## src/rtl/spi_pkg.sv

```systemverilog
// Shared constants and encodings for the SPI slave: default word size,
// sck edge classification and the controller state type.
package spi_pkg;

    localparam int SPI_WIDTH_DEFAULT = 8;

    typedef enum logic [1:0] {
        EDGE_NONE  = 2'b00,
        EDGE_LEAD  = 2'b01,
        EDGE_TRAIL = 2'b10
    } edge_e;

    typedef enum logic {
        ST_IDLE   = 1'b0,
        ST_ACTIVE = 1'b1
    } spi_state_e;

    // Leading edge leaves the idle level, trailing edge returns to it.
    function automatic edge_e classify_edge(input logic prev, input logic cur, input logic cpol);
        if (prev == cur)
            return EDGE_NONE;
        else if (prev == cpol)
            return EDGE_LEAD;
        else
            return EDGE_TRAIL;
    endfunction

    function automatic edge_e sample_edge_sel(input logic cpha);
        return cpha ? EDGE_TRAIL : EDGE_LEAD;
    endfunction

    function automatic edge_e shift_edge_sel(input logic cpha);
        return cpha ? EDGE_LEAD : EDGE_TRAIL;
    endfunction

endpackage

```

## src/rtl/sync_ff.sv

```systemverilog
// Multi-flop synchroniser with selectable depth and reset level.
module sync_ff #(
    parameter int   STAGES  = 2,
    parameter logic RST_VAL = 1'b0
) (
    input  logic clk,
    input  logic reset,
    input  logic d,
    output logic q
);

    logic [STAGES-1:0] sr;

    always_ff @(posedge clk or negedge reset) begin
        if (!reset)
            sr <= {STAGES{RST_VAL}};
        else
            sr <= {sr[STAGES-2:0], d};
    end

    assign q = sr[STAGES-1];

endmodule

```

## src/rtl/spi_slave_multi.sv

```systemverilog
// SPI slave, all four modes, oversampled on clk with synchronised pins.
//
//   state     | meaning
//   ST_IDLE   | cs high: counters and shift registers held at zero
//   ST_ACTIVE | frame open: sampling mosi, shifting miso, counting words
module spi_slave_multi
    import spi_pkg::*;
#(
    parameter int WIDTH       = SPI_WIDTH_DEFAULT,
    parameter bit CPOL        = 1'b0,
    parameter bit CPHA        = 1'b0,
    parameter int SYNC_STAGES = 2
) (
    input  logic             clk,
    input  logic             reset,
    input  logic             sck,
    input  logic             cs,
    input  logic             mosi,
    output logic             miso,
    output logic [WIDTH-1:0] data,
    output logic             rdy,
    input  logic [WIDTH-1:0] tx_data,
    output logic             tx_req,
    output logic [7:0]       word_cnt,
    output logic             frame_err
);

    localparam int    CW          = $clog2(WIDTH + 1);
    localparam edge_e SAMPLE_EDGE = sample_edge_sel(CPHA);
    localparam edge_e SHIFT_EDGE  = shift_edge_sel(CPHA);

    logic sck_s, cs_s, mosi_s;
    logic sck_d, cs_d;

    sync_ff #(.STAGES(SYNC_STAGES), .RST_VAL(CPOL)) u_sync_sck (
        .clk(clk), .reset(reset), .d(sck), .q(sck_s)
    );
    sync_ff #(.STAGES(SYNC_STAGES), .RST_VAL(1'b1)) u_sync_cs (
        .clk(clk), .reset(reset), .d(cs), .q(cs_s)
    );
    sync_ff #(.STAGES(SYNC_STAGES), .RST_VAL(1'b0)) u_sync_mosi (
        .clk(clk), .reset(reset), .d(mosi), .q(mosi_s)
    );

    spi_state_e       state;
    logic [CW-1:0]    bit_cnt;
    logic [WIDTH-1:0] rx_sr;
    logic [WIDTH-1:0] tx_sr;
    edge_e            sck_edge;
    logic             word_done;

    assign sck_edge  = classify_edge(sck_d, sck_s, CPOL);
    assign word_done = (bit_cnt == CW'(WIDTH));

    always_ff @(posedge clk or negedge reset) begin
        if (!reset) begin
            state     <= ST_IDLE;
            sck_d     <= CPOL;
            cs_d      <= 1'b1;
            bit_cnt   <= '0;
            rx_sr     <= '0;
            tx_sr     <= '0;
            data      <= '0;
            rdy       <= 1'b0;
            tx_req    <= 1'b0;
            frame_err <= 1'b0;
            word_cnt  <= '0;
            miso      <= 1'b0;
        end else begin
            sck_d     <= sck_s;
            cs_d      <= cs_s;
            rdy       <= 1'b0;
            tx_req    <= 1'b0;
            frame_err <= 1'b0;

            // A fully shifted word is delivered even if cs rises on this clk.
            if (word_done) begin
                data <= rx_sr;
                rdy  <= 1'b1;
            end

            case (state)
                ST_IDLE: begin
                    if (cs_d && !cs_s) begin
                        state  <= ST_ACTIVE;
                        tx_sr  <= tx_data;
                        tx_req <= 1'b1;
                        if (!CPHA)
                            miso <= tx_data[WIDTH-1];
                    end
                end
                ST_ACTIVE: begin
                    if (cs_s) begin
                        state    <= ST_IDLE;
                        bit_cnt  <= '0;
                        rx_sr    <= '0;
                        tx_sr    <= '0;
                        word_cnt <= '0;
                        miso     <= 1'b0;
                        if (bit_cnt != '0 && !word_done)
                            frame_err <= 1'b1;
                    end else if (word_done) begin
                        bit_cnt <= '0;
                        tx_sr   <= tx_data;
                        tx_req  <= 1'b1;
                        if (word_cnt != 8'hFF)
                            word_cnt <= word_cnt + 8'd1;
                        if (!CPHA)
                            miso <= tx_data[WIDTH-1];
                    end else begin
                        if (sck_edge == SAMPLE_EDGE) begin
                            rx_sr   <= {rx_sr[WIDTH-2:0], mosi_s};
                            bit_cnt <= bit_cnt + CW'(1);
                        end
                        // In CPHA=0 the trailing edge that closes a word must not
                        // shift out the MSB of the freshly loaded next word.
                        if (sck_edge == SHIFT_EDGE && (CPHA || bit_cnt != '0)) begin
                            miso  <= CPHA ? tx_sr[WIDTH-1] : tx_sr[WIDTH-2];
                            tx_sr <= tx_sr << 1;
                        end
                    end
                end
                default: state <= ST_IDLE;
            endcase
        end
    end

endmodule

```

## config.mk

```make
export PLATFORM = sky130hd
export DESIGN_NAME = spi_slave_multi
export DESIGN_NICKNAME = d
export VERILOG_FILES = /design/src/rtl/spi_pkg.sv /design/src/rtl/sync_ff.sv /design/src/rtl/spi_slave_multi.sv
export SDC_FILE = /design/constraint.sdc
export NUM_CORES = 1
export LEC_CHECK = 0
export CAP_MARGIN = 15
export CORE_MARGIN = 2
export CORE_UTILIZATION = 57
export DETAILED_ROUTE_END_ITERATION = 10
export PLACE_DENSITY = 0.84
export SLEW_MARGIN = 0
export SYNTH_ARGS = -nofsm -noshare
export SYNTH_HDL_FRONTEND = slang
export SYNTH_SLANG_ARGS = --single-unit
```

## constraint.sdc

```tcl
create_clock -name clk -period 2.5 [get_ports clk]
set_input_delay 0.5 -clock clk [delete_from_list [all_inputs] [get_ports clk]]
set_output_delay 0.5 -clock clk [all_outputs]
set_load 0.01 [all_outputs]
```

---- After elaboration in Yosys (flattened, before gate mapping) ----
Index checks and enable logic that the tools add are counted.
word-level totals
  register bits after elaboration ......... 48
  output and inout bits ................... 20
operators by class
  equal/unequal tests ..................... 8
  $add $sub $neg .......................... 2
  reduce and logical (&&, ||, !) cells .... 14
  mux-type cells .......................... 30
  bitwise operators ....................... 1
operators by type and width
  kind                                           number
  two-way mux 8 bit                              6
  two-way mux 7 bit                              4
  case mux 7 bit (2 select lines)                1
  two-way mux 4 bit                              3
  two-way mux 1 bit                              11
  adder 8 x 1 -> 8 bit, second input constant    1
  != test 8 bit, second input constant           1
  case mux 1 bit (2 select lines)                3
  AND reduction 3 bit                            2
  nonzero test 2 bit                             3
  adder 4 x 1 -> 4 bit, second input constant    1
  == test 4 bit, second input constant           1
  two-way mux 2 bit                              2
  != test 4 x 1 -> 1 bit, second input constant  1
  AND reduction 2 bit                            2
  nonzero test 4 bit                             1
  logical AND 1 bit                              3
  nonzero test 3 bit                             1
  == test 2 x 1 -> 1 bit, second input constant  1
  == test 2 bit, second input constant           1
  zero test 1 bit                                2
  != test 2 x 1 -> 1 bit, second input constant  1
  != test 2 bit, second input constant           1
  == test 1 bit                                  1
  NOT 1 bit                                      1

---- Depth between registers and ports, before layout ----
  word-level depth ........................ 8
  gate-level depth with buffers ........... 8
  gate-level depth less buffers ........... 7

---- Cells and area by module ----
A second synthesis with hierarchy kept.
unflattened totals
  cells, all modules ...................... 181
  area total of the unflattened synthesis .. 2083.2 um^2
modules (own cells, without submodules)
  module                     cells an instance  area each (um^2)  times used
  spi_slave_multi            175                1930.6            1
  sync_ff (u_sync_mosi ...)  2                  50.0              2
  sync_ff (u_sync_cs)        2                  52.6              1

---- Worst setup path before layout ----
No wires, ideal clock.
  kind .................................... register to register
  start point ............................. register bit_cnt[0]
  end point ............................... register miso
  clock period less this slack ............ 1682 ps
  data arrival time ....................... 1557 ps
  cell stages (with the launch flop) ...... 8
  slack ................................... 818 ps
  path buffers ............................ 0
  cells stage by stage .................... dfrtp_1 > inv_1 > ha_1 > nand3b_4 > inv_4 > nor2_8 > a21oi_4 > mux2_2
between the ends
  cells in the longest elaborated chain, start to end .. 4
  elaborated cells on any way between the ends .. 8
  those cells by class .................... 2 x eq/ne; 3 x mux; 3 x reduce/logical
ends and longest elaborated chain
  item                                                                           line                                            RTL
  start, declared                                                                spi_slave_multi.sv:46                           logic [CW-1:0] bit_cnt;
  start signal, assigned                                                         spi_slave_multi.sv:113                          bit_cnt <= bit_cnt + CW'(1);
  == test 4 bit / nonzero test 4 bit (equally long branches)                     spi_slave_multi.sv:53, spi_slave_multi.sv:117
  two-way mux 1 bit / logical AND 1 bit (equally long branches)                  spi_slave_multi.sv:102, spi_slave_multi.sv:117
  two-way mux 1 bit / != test 4 x 1 -> 1 bit (equally long branches)             -
  case mux 1 bit (2 select lines) / AND reduction 2 bit (equally long branches)  -
  end signal, assigned                                                           spi_slave_multi.sv:89                           miso <= tx_data[WIDTH-1];
  end signal, assigned                                                           spi_slave_multi.sv:109                          miso <= tx_data[WIDTH-1];
  end signal, assigned                                                           spi_slave_multi.sv:118                          miso <= CPHA ? tx_sr[WIDTH-1] : tx_sr[WIDTH-2];
  end, declared                                                                  spi_slave_multi.sv:19                           output logic miso,
Parallel ways exist; a longest one is shown, timed or not.
A chain may end at the register's enable or synchronous reset.

---- Worst setup path after layout ----
  start point ............................. register bit_cnt[0]
  end point ............................... register tx_sr[3]
between the ends
  cells in the longest elaborated chain, start to end .. 4
  elaborated cells on any way between the ends .. 8
  those cells by class .................... 2 x eq/ne; 3 x mux; 3 x reduce/logical
ends and longest elaborated chain
  item                                                                           line                                            RTL
  == test 4 bit / nonzero test 4 bit (equally long branches)                     spi_slave_multi.sv:53, spi_slave_multi.sv:117
  two-way mux 7 bit / logical AND 1 bit (equally long branches)                  spi_slave_multi.sv:102, spi_slave_multi.sv:117
  two-way mux 7 bit / != test 4 x 1 -> 1 bit (equally long branches)             -
  case mux 7 bit (2 select lines) / AND reduction 2 bit (equally long branches)  -
  end signal, assigned                                                           spi_slave_multi.sv:86                           tx_sr <= tx_data;
  end signal, assigned                                                           spi_slave_multi.sv:104                          tx_sr <= tx_data;
  end signal, assigned                                                           spi_slave_multi.sv:119                          tx_sr <= tx_sr << 1;
  end, declared                                                                  spi_slave_multi.sv:48                           logic [WIDTH-1:0] tx_sr;
Parallel ways exist; a longest one is shown, timed or not.

==> impl_results.html <==
<table>
<tr><th>Metric</th><th>Value</th></tr>
<tr><th colspan="2">Status</th></tr>
<tr><td>Result of the run</td><td>completed</td></tr>
<tr><th colspan="2">Critical path</th></tr>
<tr><td>Data required time at the worst endpoint</td><td>2.69 ns</td></tr>
<tr><td>Biggest cell delay along the critical path</td><td>0.44 ns</td></tr>
<tr><td>Worst reg2reg setup slack</td><td>0.43 ns</td></tr>
<tr><td>Kind of end point of the critical path</td><td>flop</td></tr>
<tr><td>Launching element type of the critical path</td><td>flop</td></tr>
<tr><td>Library cell contributing the largest single delay on the critical path</td><td>sky130_fd_sc_hd__dfrtp_1</td></tr>
<tr><td>Highest fanout seen on the critical path</td><td>16</td></tr>
<tr><td>Cell family with the largest share of critical-path delay</td><td>flip-flops</td></tr>
<tr><td>End of the worst register-to-register path</td><td>tx_sr[3]</td></tr>
<tr><td>Worst path buffer plus inverter count</td><td>2</td></tr>
<tr><td>Worst r2r path cells</td><td>7</td></tr>
<tr><td>Startpoint of the worst register-to-register path</td><td>bit_cnt[0]</td></tr>
<tr><td>Ordered cell list for the critical path</td><td>inv_1 -&gt; ha_1 -&gt; nand3b_4 -&gt; inv_4 -&gt; nor2_8 -&gt; a21oi_4 -&gt; mux2_2</td></tr>
<tr><td>Arrival time at the worst endpoint</td><td>2.26 ns</td></tr>
<tr><td>Launching instance or port of the critical path</td><td>bit_cnt[0]</td></tr>
<tr><td>Worst setup path category</td><td>flop to flop</td></tr>
<tr><th colspan="2">Routing</th></tr>
<tr><td>Via count</td><td>1552</td></tr>
<tr><td>Post-DR wirelength/cell</td><td>15.7 um</td></tr>
<tr><td>Final wirelength</td><td>4180 um</td></tr>
<tr><td>Average via count per standard cell</td><td>5.81</td></tr>
<tr><td>Routed Antenna Nets</td><td>0</td></tr>
<tr><td>Violation count after the first detailed-route iteration</td><td>91</td></tr>
<tr><td>Total iterations of the first detailed-routing run</td><td>4</td></tr>
<tr><td>Number of remaining DRC errors</td><td>0</td></tr>
<tr><th colspan="2">Clock network</th></tr>
<tr><td>Post-CTS Hold Buffers</td><td>0</td></tr>
<tr><td>Clock latency at the later pin of the worst-skew pair</td><td>0.31 ns</td></tr>
<tr><td>Library cell used as clock root buffer</td><td>sky130_fd_sc_hd__clkbuf_8</td></tr>
<tr><td>Postcts setup bufs</td><td>0</td></tr>
<tr><td>Cells resized by post-CTS repair</td><td>0</td></tr>
<tr><td>Clock tree from TritonCTS</td><td>yes</td></tr>
<tr><td>Clock sinks</td><td>48</td></tr>
<tr><td>Number of buffers inserted during clock tree synthesis</td><td>5</td></tr>
<tr><td>Depth of the CTS H-tree</td><td>2</td></tr>
<tr><td>CTS clock-pin slew for the worst setup and hold paths</td><td>0.09 ns</td></tr>
<tr><td>Clock tree buffer depth</td><td>2</td></tr>
<tr><th colspan="2">Power</th></tr>
<tr><td>Pwr/cell area</td><td>721 mW/mm2</td></tr>
<tr><td>Switching share of power</td><td>28.0%</td></tr>
<tr><td>Worst IR Drop VDD</td><td>487 uV</td></tr>
<tr><td>Leakage power</td><td>1.16 nW</td></tr>
<tr><td>Net switching power figure</td><td>520 uW</td></tr>
<tr><td>Sequential group share of total power</td><td>50.9%</td></tr>
<tr><td>Logic gate share of total power</td><td>18.5%</td></tr>
<tr><td>Relative contribution of the clock network to total power</td><td>30.7%</td></tr>
<tr><td>Internal Dissipation</td><td>1.33 mW</td></tr>
<tr><th colspan="2">Yosys</th></tr>
<tr><td>Number of enable-type register cells in the synthesized netlist</td><td>0</td></tr>
<tr><td>Post-synthesis instance total</td><td>183</td></tr>
<tr><td>Flip-flop and latch count after synthesis</td><td>48</td></tr>
<tr><td>Share of async-settable or async-resettable flops after synthesis</td><td>100%</td></tr>
<tr><td>Post-synth top flop</td><td>sky130_fd_sc_hd__dfrtp_1</td></tr>
<tr><td>Post-synth design cell area</td><td>0.00210 mm2</td></tr>
<tr><td>Share of the yosys chip area belonging to registers</td><td>57.5%</td></tr>
<tr><td>Mean area per synthesized cell</td><td>11.5 um2</td></tr>
<tr><td>Count of distinct cell types in the synthesized netlist</td><td>43</td></tr>
<tr><td>Synth warnings</td><td>0</td></tr>
<tr><td>Leading post-synthesis cells by cell area</td><td>sky130_fd_sc_hd__dfrtp_1, sky130_fd_sc_hd__nand2_1, sky130_fd_sc_hd__a22o_1</td></tr>
<tr><td>Most repeated cell in the gate-level netlist after synthesis</td><td>sky130_fd_sc_hd__dfrtp_1</td></tr>
<tr><td>Most area-hungry cell type in the Yosys netlist</td><td>sky130_fd_sc_hd__dfrtp_1</td></tr>
<tr><td>Most common library cells after synthesis</td><td>sky130_fd_sc_hd__dfrtp_1, sky130_fd_sc_hd__nand2_1, sky130_fd_sc_hd__a22o_1</td></tr>
<tr><td>Synth top area share</td><td>53.7%</td></tr>
<tr><td>Net count of the mapped netlist</td><td>199</td></tr>
<tr><th colspan="2">Die</th></tr>
<tr><td>X dimension of the die</td><td>64.6 um</td></tr>
<tr><td>Vert. Die Dim</td><td>64.6 um</td></tr>
<tr><td>Starting density of the core</td><td>58.1%</td></tr>
<tr><td>Die area</td><td>0.00418 mm2</td></tr>
<tr><td>CORE AREA</td><td>0.00361 mm2</td></tr>
<tr><td>Cell row count</td><td>22</td></tr>
<tr><td>I/O pin cnt</td><td>33</td></tr>
<tr><th colspan="2">Final layout</th></tr>
<tr><td>Count of nets after finishing</td><td>234</td></tr>
<tr><td>Fraction of the core area covered by cells at the end of the flow</td><td>71.3%</td></tr>
<tr><td>Fill cell total of the finished layout</td><td>253</td></tr>
<tr><td>Area occupied by multi-input gates</td><td>841 um2</td></tr>
<tr><td>Post-route cell area</td><td>0.00257 mm2</td></tr>
<tr><td>Sequential standard cell area</td><td>0.00120 mm2</td></tr>
<tr><td>Antenna diodes</td><td>0</td></tr>
<tr><td>Area growth from synthesis to layout</td><td>22.7%</td></tr>
<tr><td>Fraction of layout instances using a drive strength above 1</td><td>12.3%</td></tr>
<tr><th colspan="2">STA</th></tr>
<tr><td>Worst slew margin relative to its limit</td><td>61.6%</td></tr>
<tr><td>Clock Skews</td><td>0.00762 ns</td></tr>
<tr><td>Final setup violation count</td><td>0</td></tr>
<tr><td>Max Clk Rate</td><td>0.484 GHz</td></tr>
<tr><td>Part of the cycle the worst path needs</td><td>82.7%</td></tr>
<tr><td>Count of final max-slew check failures</td><td>0</td></tr>
<tr><td>Worst hold slack</td><td>0.264 ns</td></tr>
<tr><td>Hold Fails Final Rpt</td><td>0</td></tr>
<tr><td>Final sum of negative setup slack</td><td>0 ns</td></tr>
<tr><td>Fin crit period</td><td>2.07 ns</td></tr>
<tr><td>Slew @ Worst Pin</td><td>0.575 ns</td></tr>
<tr><td>Setup repair after global routing missed its margin</td><td>false</td></tr>
<tr><th colspan="2">Place</th></tr>
<tr><td>Post-DP Area</td><td>0.00246 mm2</td></tr>
<tr><td>Final GP Congestion</td><td>0.713</td></tr>
<tr><td>Detailed-placement wirelength estimate</td><td>2840 um</td></tr>
<tr><td>Count of input and output buffers</td><td>32</td></tr>
<tr><th colspan="2">Global route</th></tr>
<tr><td>Wire length of the first global-routing pass</td><td>7200 um</td></tr>
<tr><td>Residual overflow from global routing</td><td>0</td></tr>
<tr><td>Largest net degree at the start of global routing</td><td>49</td></tr>
<tr><td>Vias in the first global route</td><td>1561</td></tr>
<tr><td>Total routing usage reported by global routing</td><td>22.8%</td></tr>
<tr><td>Initial antenna violation count</td><td>0</td></tr>
<tr><th colspan="2">Worst hold path</th></tr>
<tr><td>Min-Delay Path Class</td><td>input pin to async pin</td></tr>
<tr><th colspan="2">Job</th></tr>
<tr><td>Number of violations of the max-capacitance limit</td><td>0</td></tr>
</table>
[cells by family (layout without fill, tap and decap cells)]
| kind of cell | after synthesis | after routing | share of synthesized area (%) |
|---|---|---|---|
| buf+inv | 12 | 48 | 2.39 |
| fa+ha+maj | 3 | 3 | 1.79 |
| flops | 48 | 48 | 57.5 |
| mux | 9 | 9 | 4.72 |
| simple gates | 71 | 71 | 18.0 |
| compound gates | 40 | 40 | 15.6 |
[routing by layer]
metal	up-vias	track usage (%)	part of all wire [%]
li1	737	-	-
met1	765	30.3	44
met2	42	35.7	49
met3	8	6.77	4.7
met4	0	8.51	1.9
met5	-	0	0
[cell usage in the layout, fill, tap and decap left out, types with 2 or more instances in the layout]
master,netlist,layout
sky130_fd_sc_hd__a21oi_1,4,4
sky130_fd_sc_hd__a22o_1,15,15
sky130_fd_sc_hd__and3_1,2,2
sky130_fd_sc_hd__clkbuf_8,0,5
sky130_fd_sc_hd__clkdlybuf4s50_1,0,31
sky130_fd_sc_hd__dfrtp_1,45,45
sky130_fd_sc_hd__dfstp_2,3,3
sky130_fd_sc_hd__ha_1,3,3
sky130_fd_sc_hd__inv_1,6,6
sky130_fd_sc_hd__mux2_2,7,7
sky130_fd_sc_hd__mux2i_1,2,2
sky130_fd_sc_hd__nand2_1,36,36
sky130_fd_sc_hd__nand2b_1,3,3
sky130_fd_sc_hd__nand3_1,7,7
sky130_fd_sc_hd__nor2_1,4,4
sky130_fd_sc_hd__nor2b_1,3,3
sky130_fd_sc_hd__nor3_1,4,4
sky130_fd_sc_hd__o211ai_1,2,2
sky130_fd_sc_hd__o21ai_0,2,2
sky130_fd_sc_hd__o221ai_1,2,2
sky130_fd_sc_hd__o22ai_1,3,3
sky130_fd_sc_hd__o2bb2ai_1,3,3
sky130_fd_sc_hd__or4_1,3,3
[layout make-up]
class | instances | share of cell area [%]
Sequential cell | 48 | 46.8
Multi-Input combinational cell | 123 | 32.7
Timing Repair Buffer | 33 | 12.5
Clock buffer | 5 | 2.68
Tap cell | 48 | 2.33
Clock inverter | 3 | 1.80
Inverter | 7 | 1.12
[power by group through the flow]
stage / clock (mW) / sequential (mW) / combinational (mW)
2_1_floorplan: 0 / 0.945 / 0.217
6_report: 0.569 / 0.943 / 0.342
5_1_grt: 0.627 / 0.957 / 0.383
3_5_place_dp: 0 / 0.956 / 0.346
4_1_cts: 0.581 / 0.942 / 0.348
3_3_place_gp: 0 / 0.948 / 0.323
[stage by stage]
| step | setup slack, ns | instances | power (mW) |
|---|---|---|---|
| after floorplan | 0.818 | 183 | 1.16 |
| after global placement | 0.560 | 259 | 1.27 |
| after detailed placement | 0.447 | 259 | 1.30 |
| after CTS | 0.417 | 267 | 1.87 |
| after global routing | 0.260 | 267 | 1.97 |
| final | 0.434 | 267 | 1.85 |
[flip-flops by register name (all words and copies together), names as in the netlist]
name and count:
u_sync_cs.sr 2, rdy 1, u_sync_sck.sr 2, word_cnt 8
miso 1, tx_req 1, u_sync_mosi.sr 2, cs_d 1
sck_d 1, rx_sr 8, tx_sr 7, data 8
frame_err 1, state 1, bit_cnt 4
[worst register-to-register path, delay by kind of cell (launching register included)]
kind | cells | cell delay [ns]
buffers and inverters | 2 | 0.35
adders and majority gates | 1 | 0.22
muxes | 1 | 0.38
DFF | 1 | 0.44
AOI/OAI and AO/OA | 1 | 0.27
and+or+nand+nor | 2 | 0.30
[how the worst max path moves through the flow]
stage | end | depth (start not counted) | slack [ns]
5_1_grt | tx_sr[6] | 7 | 0.26
3_3_place_gp | tx_sr[4] | 7 | 0.56
4_1_cts | tx_sr[6] | 7 | 0.42
3_5_place_dp | tx_sr[6] | 7 | 0.45
6_report | tx_sr[3] | 7 | 0.43
2_1_floorplan | miso | 7 | 0.82
No activity file was read; power rests on OpenSTA's default activity.
